--- src/rtl/bw_pkg.sv ---
// Shared types and constants for the black/white threshold stream stage.
package bw_pkg;

  localparam int unsigned PIX_W = 8;
  localparam logic [PIX_W-1:0] BW_WHITE = 8'hFF;
  localparam logic [PIX_W-1:0] BW_BLACK = 8'h00;

  typedef enum logic {
    WAIT_SOF,
    ACTIVE
  } bw_state_e;

endpackage

--- src/rtl/bw_threshold_stream_if.sv ---
// Pixel stream handshake bundle: luma in, black/white pixel plus line/frame markers out.
interface bw_threshold_stream_if;
  import bw_pkg::*;

  logic             in_valid;
  logic             in_ready;
  logic [PIX_W-1:0] in_luma;
  logic             in_sof;
  logic             out_valid;
  logic             out_ready;
  logic [PIX_W-1:0] out_pixel;
  logic             out_eol;
  logic             out_eof;

  modport slave (
    input  in_valid, in_luma, in_sof, out_ready,
    output in_ready, out_valid, out_pixel, out_eol, out_eof
  );

  modport master (
    output in_valid, in_luma, in_sof, out_ready,
    input  in_ready, out_valid, out_pixel, out_eol, out_eof
  );
endinterface

--- src/rtl/stream_skid_buf.sv ---
// Two-entry registered skid buffer: output register plus one overflow slot; ready is registered.
module stream_skid_buf #(
  parameter int unsigned DataW = 10
) (
  input  logic             clk,
  input  logic             rst,
  input  logic             in_valid_i,
  output logic             in_ready_o,
  input  logic [DataW-1:0] in_data_i,
  output logic             out_valid_o,
  input  logic             out_ready_i,
  output logic [DataW-1:0] out_data_o
);

  logic             out_valid_q, out_valid_d;
  logic [DataW-1:0] out_data_q, out_data_d;
  logic             skid_valid_q, skid_valid_d;
  logic [DataW-1:0] skid_data_q, skid_data_d;
  logic             ready_q, ready_d;
  logic             push;

  always_comb begin
    push         = in_valid_i && ready_q;
    out_valid_d  = out_valid_q;
    out_data_d   = out_data_q;
    skid_valid_d = skid_valid_q;
    skid_data_d  = skid_data_q;
    if (!out_valid_q || out_ready_i) begin
      // Skid contents always drain before new input, preserving order.
      if (skid_valid_q) begin
        out_valid_d  = 1'b1;
        out_data_d   = skid_data_q;
        skid_valid_d = 1'b0;
      end else begin
        out_valid_d = push;
        if (push) out_data_d = in_data_i;
      end
    end else if (push) begin
      skid_valid_d = 1'b1;
      skid_data_d  = in_data_i;
    end
    ready_d = !skid_valid_d;
  end

  always_ff @(posedge clk) begin
    if (rst) begin
      out_valid_q  <= 1'b0;
      out_data_q   <= '0;
      skid_valid_q <= 1'b0;
      skid_data_q  <= '0;
      ready_q      <= 1'b1;
    end else begin
      out_valid_q  <= out_valid_d;
      out_data_q   <= out_data_d;
      skid_valid_q <= skid_valid_d;
      skid_data_q  <= skid_data_d;
      ready_q      <= ready_d;
    end
  end

  assign in_ready_o  = ready_q;
  assign out_valid_o = out_valid_q;
  assign out_data_o  = out_data_q;

endmodule

--- src/rtl/bw_threshold_stream.sv ---
// Luma-to-black/white threshold stage with frame position tracking and resync detection.
// Optional BW_WHITE_COUNT_EN adds a per-frame white pixel total on white_count.
module bw_threshold_stream
  import bw_pkg::*;
#(
  parameter int unsigned      IMG_W   = 320,
  parameter int unsigned      IMG_H   = 240,
  parameter logic [PIX_W-1:0] THR_RST = 8'd128
) (
  input  logic                  clk,
  input  logic                  rst,
  bw_threshold_stream_if.slave  px_if,
  input  logic                  thr_wr,
  input  logic [PIX_W-1:0]      thr_data,
`ifdef BW_WHITE_COUNT_EN
  output logic [$clog2(IMG_W*IMG_H+1)-1:0] white_count,
`endif
  output logic                  frame_err
);

  localparam int unsigned XW = $clog2(IMG_W);
  localparam int unsigned YW = $clog2(IMG_H);
  localparam logic [XW-1:0] XLast = XW'(IMG_W - 1);
  localparam logic [YW-1:0] YLast = YW'(IMG_H - 1);

  bw_state_e        state_q;
  logic [XW-1:0]    x_q, px_x;
  logic [YW-1:0]    y_q, px_y;
  logic [PIX_W-1:0] thr_active_q, thr_pending_q, thr_eff, pix;
  logic             frame_err_q;
  logic             in_ready, accept, sof_acc, emit, eol, eof, resync;
  logic [PIX_W+1:0] skid_out;

  always_comb begin
    accept  = px_if.in_valid && in_ready;
    sof_acc = accept && px_if.in_sof;
    emit    = accept && ((state_q == ACTIVE) || px_if.in_sof);
    // A frame-start pixel already uses the threshold it latches for its frame.
    thr_eff = px_if.in_sof ? (thr_wr ? thr_data : thr_pending_q) : thr_active_q;
    pix     = (px_if.in_luma >= thr_eff) ? BW_WHITE : BW_BLACK;
    px_x    = px_if.in_sof ? '0 : x_q;
    px_y    = px_if.in_sof ? '0 : y_q;
    eol     = (px_x == XLast);
    eof     = eol && (px_y == YLast);
    resync  = sof_acc && (state_q == ACTIVE) && ((x_q != '0) || (y_q != '0));
  end

  always_ff @(posedge clk) begin
    if (rst) begin
      state_q       <= WAIT_SOF;
      x_q           <= '0;
      y_q           <= '0;
      thr_active_q  <= THR_RST;
      thr_pending_q <= THR_RST;
      frame_err_q   <= 1'b0;
    end else begin
      frame_err_q <= resync;
      if (thr_wr) thr_pending_q <= thr_data;
      if (sof_acc) thr_active_q <= thr_eff;
      if (emit) begin
        if (eof) begin
          x_q     <= '0;
          y_q     <= '0;
          state_q <= WAIT_SOF;
        end else if (eol) begin
          x_q     <= '0;
          y_q     <= px_y + 1'b1;
          state_q <= ACTIVE;
        end else begin
          x_q     <= px_x + 1'b1;
          y_q     <= px_y;
          state_q <= ACTIVE;
        end
      end
    end
  end

  stream_skid_buf #(
    .DataW (PIX_W + 2)
  ) u_skid (
    .clk         (clk),
    .rst         (rst),
    .in_valid_i  (emit),
    .in_ready_o  (in_ready),
    .in_data_i   ({pix, eol, eof}),
    .out_valid_o (px_if.out_valid),
    .out_ready_i (px_if.out_ready),
    .out_data_o  (skid_out)
  );

  assign px_if.in_ready  = in_ready;
  assign px_if.out_pixel = skid_out[PIX_W+1:2];
  assign px_if.out_eol   = skid_out[1];
  assign px_if.out_eof   = skid_out[0];
  assign frame_err       = frame_err_q;

`ifdef BW_WHITE_COUNT_EN
  localparam int unsigned CW = $clog2(IMG_W*IMG_H+1);

  logic [CW-1:0] wcnt_q, white_count_q;
  logic          pop, is_white;

  assign pop      = px_if.out_valid && px_if.out_ready;
  assign is_white = (px_if.out_pixel == BW_WHITE);

  always_ff @(posedge clk) begin
    if (rst) begin
      wcnt_q        <= '0;
      white_count_q <= '0;
    end else if (resync) begin
      wcnt_q <= '0;
    end else if (pop) begin
      if (px_if.out_eof) begin
        white_count_q <= wcnt_q + CW'(is_white);
        wcnt_q        <= '0;
      end else begin
        wcnt_q <= wcnt_q + CW'(is_white);
      end
    end
  end

  assign white_count = white_count_q;
`endif

endmodule

--- src/flat_wrapper.sv ---
// flat-port wrapper written by rule: the top's interface ports become plain ports
module bw_threshold_stream_flat import bw_pkg::*;
#(
  parameter int unsigned      IMG_W   = 320,
  parameter int unsigned      IMG_H   = 240,
  parameter logic [PIX_W-1:0] THR_RST = 8'd128
)
  (clk, rst, thr_wr, thr_data, frame_err, px_if_in_valid, px_if_in_luma, px_if_in_sof, px_if_out_ready, px_if_in_ready, px_if_out_valid, px_if_out_pixel, px_if_out_eol, px_if_out_eof);
  bw_threshold_stream_if px_if_i ();
  input  logic clk;
  input  logic rst;
  input  logic thr_wr;
  input  logic [PIX_W-1:0] thr_data;
  output logic frame_err;
  input wire logic [$bits(px_if_i.in_valid)-1:0] px_if_in_valid;
  input wire logic [$bits(px_if_i.in_luma)-1:0] px_if_in_luma;
  input wire logic [$bits(px_if_i.in_sof)-1:0] px_if_in_sof;
  input wire logic [$bits(px_if_i.out_ready)-1:0] px_if_out_ready;
  output wire logic [$bits(px_if_i.in_ready)-1:0] px_if_in_ready;
  output wire logic [$bits(px_if_i.out_valid)-1:0] px_if_out_valid;
  output wire logic [$bits(px_if_i.out_pixel)-1:0] px_if_out_pixel;
  output wire logic [$bits(px_if_i.out_eol)-1:0] px_if_out_eol;
  output wire logic [$bits(px_if_i.out_eof)-1:0] px_if_out_eof;
  assign px_if_i.in_valid = px_if_in_valid;
  assign px_if_i.in_luma = px_if_in_luma;
  assign px_if_i.in_sof = px_if_in_sof;
  assign px_if_i.out_ready = px_if_out_ready;
  assign px_if_in_ready = px_if_i.in_ready;
  assign px_if_out_valid = px_if_i.out_valid;
  assign px_if_out_pixel = px_if_i.out_pixel;
  assign px_if_out_eol = px_if_i.out_eol;
  assign px_if_out_eof = px_if_i.out_eof;
  bw_threshold_stream #(.IMG_W(IMG_W), .IMG_H(IMG_H), .THR_RST(THR_RST)) u_core (.clk(clk), .rst(rst), .px_if(px_if_i), .thr_wr(thr_wr), .thr_data(thr_data), .frame_err(frame_err));
endmodule
--- config.mk ---
export PLATFORM = sky130hd
export DESIGN_NAME = bw_threshold_stream_flat
export DESIGN_NICKNAME = d
export VERILOG_FILES = /design/src/rtl/bw_pkg.sv /design/src/rtl/bw_threshold_stream_if.sv /design/src/rtl/stream_skid_buf.sv /design/src/rtl/bw_threshold_stream.sv /design/src/flat_wrapper.sv
export SDC_FILE = /design/constraint.sdc
export NUM_CORES = 1
export LEC_CHECK = 0
export CORE_MARGIN = 2
export CORE_UTILIZATION = 56
export CTS_BUF_LIST = sky130_fd_sc_hd__clkbuf_4 sky130_fd_sc_hd__clkbuf_8
export CTS_CLUSTER_SIZE = 14
export DETAILED_ROUTE_END_ITERATION = 16
export GPL_ROUTABILITY_DRIVEN = 0
export GPL_TIMING_DRIVEN = 0
export HOLD_SLACK_MARGIN = 0.03
export PLACE_DENSITY_LB_ADDON = 0.12
export SLEW_MARGIN = 20
export SYNTH_ARGS = -nofsm -noshare
export SYNTH_HDL_FRONTEND = slang
export SYNTH_SLANG_ARGS = --single-unit
--- constraint.sdc ---
create_clock -name clk -period 3.35 [get_ports clk]
set_input_delay 0.67 -clock clk [delete_from_list [all_inputs] [get_ports clk]]
set_output_delay 0.67 -clock clk [all_outputs]
set_load 0.01 [all_outputs]
==> results.tsv <==
stage	metric	value	unit
worst_setup_path	WP data arrival	3.07	ns
logic_synthesis	Synth area leader	dfxtp_1	
power_and_ir_drop	Max VDD drop	0.225	mV
clocking	hold_buf cts	0	
timing	Final period util	85.1	%
placement	HPWL after DPL	3890	um
logic_synthesis	ys flop type	dfxtp_1	
logic_synthesis	Post-Syn Area	2340	um2
timing	Worst slew margin	62.0	%
power_and_ir_drop	PD cells	376	nW/um2
drt	Detailed Route Iter0 Violations	147	
logic_synthesis	synth unique cells	46	
clocking	CTS H-tree depth	2	
drt	routed len/inst	14.9	um
floorplan	Top Ports	35	
floorplan	Core ar.	4000	um2
logic_synthesis	Synth Area per Inst	8.51	um2
timing	unrepaired setup endpoints after global routing	false	
grt	largest net degree at the start of global routing	14	
worst_setup_path	Max Fanout on Critical Path	11	
drt	DRT Wirelength	5410	um
logic_synthesis	ys async rst share	0	%
clocking	Worst-Skew Late Latency	0.30	ns
final_layout	design area	2830	um2
drt	Via Count	2227	
clocking	post-CTS setup buffer count	0	
logic_synthesis	EDFF count, synth	0	
grt	GRT Total Usage	24.5	%
worst_setup_path	element type at the critical path end	flop	
grt	initial antenna violation count	0	
final_layout	share of cells above drive strength 1	7.96	%
floorplan	chip height	68.6	um
drt	DRC errors left	0	
final_layout	multi-input logic area	1350	um2
clocking	CTS root buf	clkbuf_8	
logic_synthesis	Warnings, synthesis	0	
worst_setup_path	CP Data Required Time	3.57	ns
clocking	Max Root-Sink Buffers	2	
placement	DP Cell Count	357	
power_and_ir_drop	total power	0.00106	W
power_and_ir_drop	cell leakage power	1.10	nW
final_layout	Layout fillers	337	
logic_synthesis	most area-consuming cells after synthesis	dfxtp_1, ha_1, a21oi_1	
timing	Worst-Margin Slew	0.562	ns
clocking	clk slew on worst S/H paths	0.08	ns
final_layout	nets	345	
grt	vias in the first global route	1936	
status	status	finished, final reports clean	
timing	final hold violation count	0	
worst_setup_path	critical path class	input pin to flop	
grt	global-route wire length before repair	8590	um
logic_synthesis	area share of the largest cell type after synthesis	37.6	%
timing	Clock Skew	0.00560	ns
clocking	CTS tree	yes	
timing	Achievable Freq	351	MHz
final_layout	ant diodes	0	
hold_path	Hold Crit Class	flop to flop	
grt	total gr overflow	0	
final_layout	final instance count without filler cells	364	
flow_run	number of max-cap violations	0	
logic_synthesis	register area share after synthesis	37.6	%
drt	post-DR vias/cell	6.12	
placement	Post-DP Area	2720	um2
floorplan	Die Width	68.6	um
final_layout	Reg area	881	um2
logic_synthesis	Net Count, Synth	307	
logic_synthesis	flops & latches, synth	44	
floorplan	num rows	23	
timing	Setup violations, final	0	
floorplan	Initial Util	58.5	%
final_layout	final core occ	70.8	%
clocking	TritonCTS Buffers	5	
drt	Routed Antenna Nets	0	
floorplan	die area	4710	um2
final_layout	P&R area growth vs syn	21.1	%
clocking	clock net sink count	44	
drt	DRT Pass-1 Iters	4	
logic_synthesis	Gate Count Post-Synth	275	
placement	# port buffers	32	
worst_setup_path	Startpoint Class	input pin	
timing	final worst path period need	2.85	ns
timing	Slew Limit Fails	0	
==> path summary, 6_finish.rpt <==
path,startpoint,end,slack [ns],depth (start not counted)
worst min register to register,u_core.thr_active_q[7],u_core.thr_active_q[7],0.46,1
worst max-delay path,px_if_in_sof,u_core.y_q[5],0.50,10
worst max register to register,u_core.x_q[0],u_core.y_q[5],0.85,7
worst min-delay path,u_core.thr_active_q[7],u_core.thr_active_q[7],0.46,1
==> state kept, by name, summed over array words and instances (netlist names) <==
register	count
u_core.u_skid.in_ready_o	1
u_core.u_skid.skid_valid_q	1
u_core.frame_err	1
u_core.thr_active_q	8
u_core.u_skid.skid_data_q	3
u_core.thr_pending_q	8
u_core.y_q	8
u_core.u_skid.out_data_o	3
u_core.x_q	9
u_core.state_q	1
u_core.u_skid.out_valid_o	1
==> power breakdown <==
group          total [W]  internal (W)  leakage [nW]  switching (W)
registers       0.000548      0.000539         0.358     0.00000933
clock network   0.000342      0.000165        0.0510       0.000177
logic           0.000175     0.0000866         0.687      0.0000881
==> what timing repair did <==
item	4_1_cts	5_1_grt
cloned	0	0
setup endpoints to repair	5	11
resized for setup	2	6
==> synth_stat cells, types with 2 or more instances <==
cell type and n:
clkbuf_1 16, nand4b_1 2, a211oi_1 4, nand3b_1 11, dfxtp_1 44, a31oi_1 4, o21ai_0 21, a211o_1 2
mux2i_1 9, or3_1 2, nor3_1 6, ha_1 10, o211ai_1 2, buf_4 7, nor2b_1 9, a21oi_1 21
o31ai_1 8, nor2_1 20, nor4_1 5, a21o_1 4, nand2_1 24, nand4_1 2, a311oi_1 2, and2_1 2
nand3_1 7, inv_1 3, nor4b_1 2, nand2b_1 5, or4_1 4
==> layout make-up <==
cell class	count	share of cell area (%)
clock inverters	2	0.353
inverters	3	0.398
plain buffers	22	3.98
clock buffers	6	2.92
repair buffers	32	11.4
flip-flops and latches	44	31.1
multi-input cells	205	47.7
well taps	50	2.21
==> placed cells by master, fill, tap and decap left out, types with 2 or more instances in the layout <==
cell	Yosys	final
a211oi_1	4	4
nand4_1	2	2
o21ai_0	21	21
clkbuf_8	0	6
nor2_1	20	20
a21o_1	4	4
nand2_1	24	24
o211ai_1	2	2
clkbuf_1	16	12
a311oi_1	2	2
nand2b_1	5	5
a21oi_1	21	21
clkbuf_2	0	3
dfxtp_1	44	44
mux2i_1	9	9
a31oi_1	4	4
nor4_1	5	5
nand3_1	7	7
a211o_1	2	2
nor4b_1	2	2
nor3_1	6	5
nor2b_1	9	9
o31ai_1	8	8
clkdlybuf4s50_1	0	31
buf_4	7	7
or3_1	2	2
inv_1	3	3
or4_1	4	4
ha_1	10	10
nand3b_1	11	11
nand4b_1	2	2
clkinv_2	0	2
nor4_4	1	2
==> routing by layer <==
metal	share of wire, %	wire [um]	GRT usage, %	up-vias
met5	0	0	0	-
met4	1.2	65	10.5	0
met3	6.5	349	3.57	6
met2	47	2570	42.1	74
met1	45	2430	30.4	1055
li1	-	-	-	1092
==> stage by stage <==
step / hold WS, ns / setup slack [ns] / setup TNS [ns]
2_1_floorplan: 0.430 / 0.505 / 0
3_3_place_gp: 0.442 / -0.553 / -3.38
3_5_place_dp: 0.447 / -0.550 / -3.74
4_1_cts: 0.465 / 0.0295 / 0
5_1_grt: 0.494 / 0.341 / 0
6_report: 0.464 / 0.501 / 0
==> kinds of logic (layout without fill, tap and decap cells) <==
family                   Yosys count  count (layout)  synth area share (%)
adder cells (fa/ha/maj)           10              10                  5.35
AO/OA/AOI/OAI                     79              79                  21.6
flip-flops                        44              44                  37.6
buffers and inverters             26              65                  5.29
AND/OR/NAND/NOR                  107             107                  26.3
multiplexers                       9               9                  3.85
==> critical path, cell delays in order <==
cell            delay, ns
dlymetal6s2s_1       0.32
clkbuf_2             0.31
clkbuf_2             0.29
nor2b_1              0.08
ha_1                 0.25
nand4b_1             0.16
nor4_4               0.08
and2_2               0.26
or4_1                0.48
a31oi_1              0.17
Note: power is estimated with default switching activity, not from simulation.
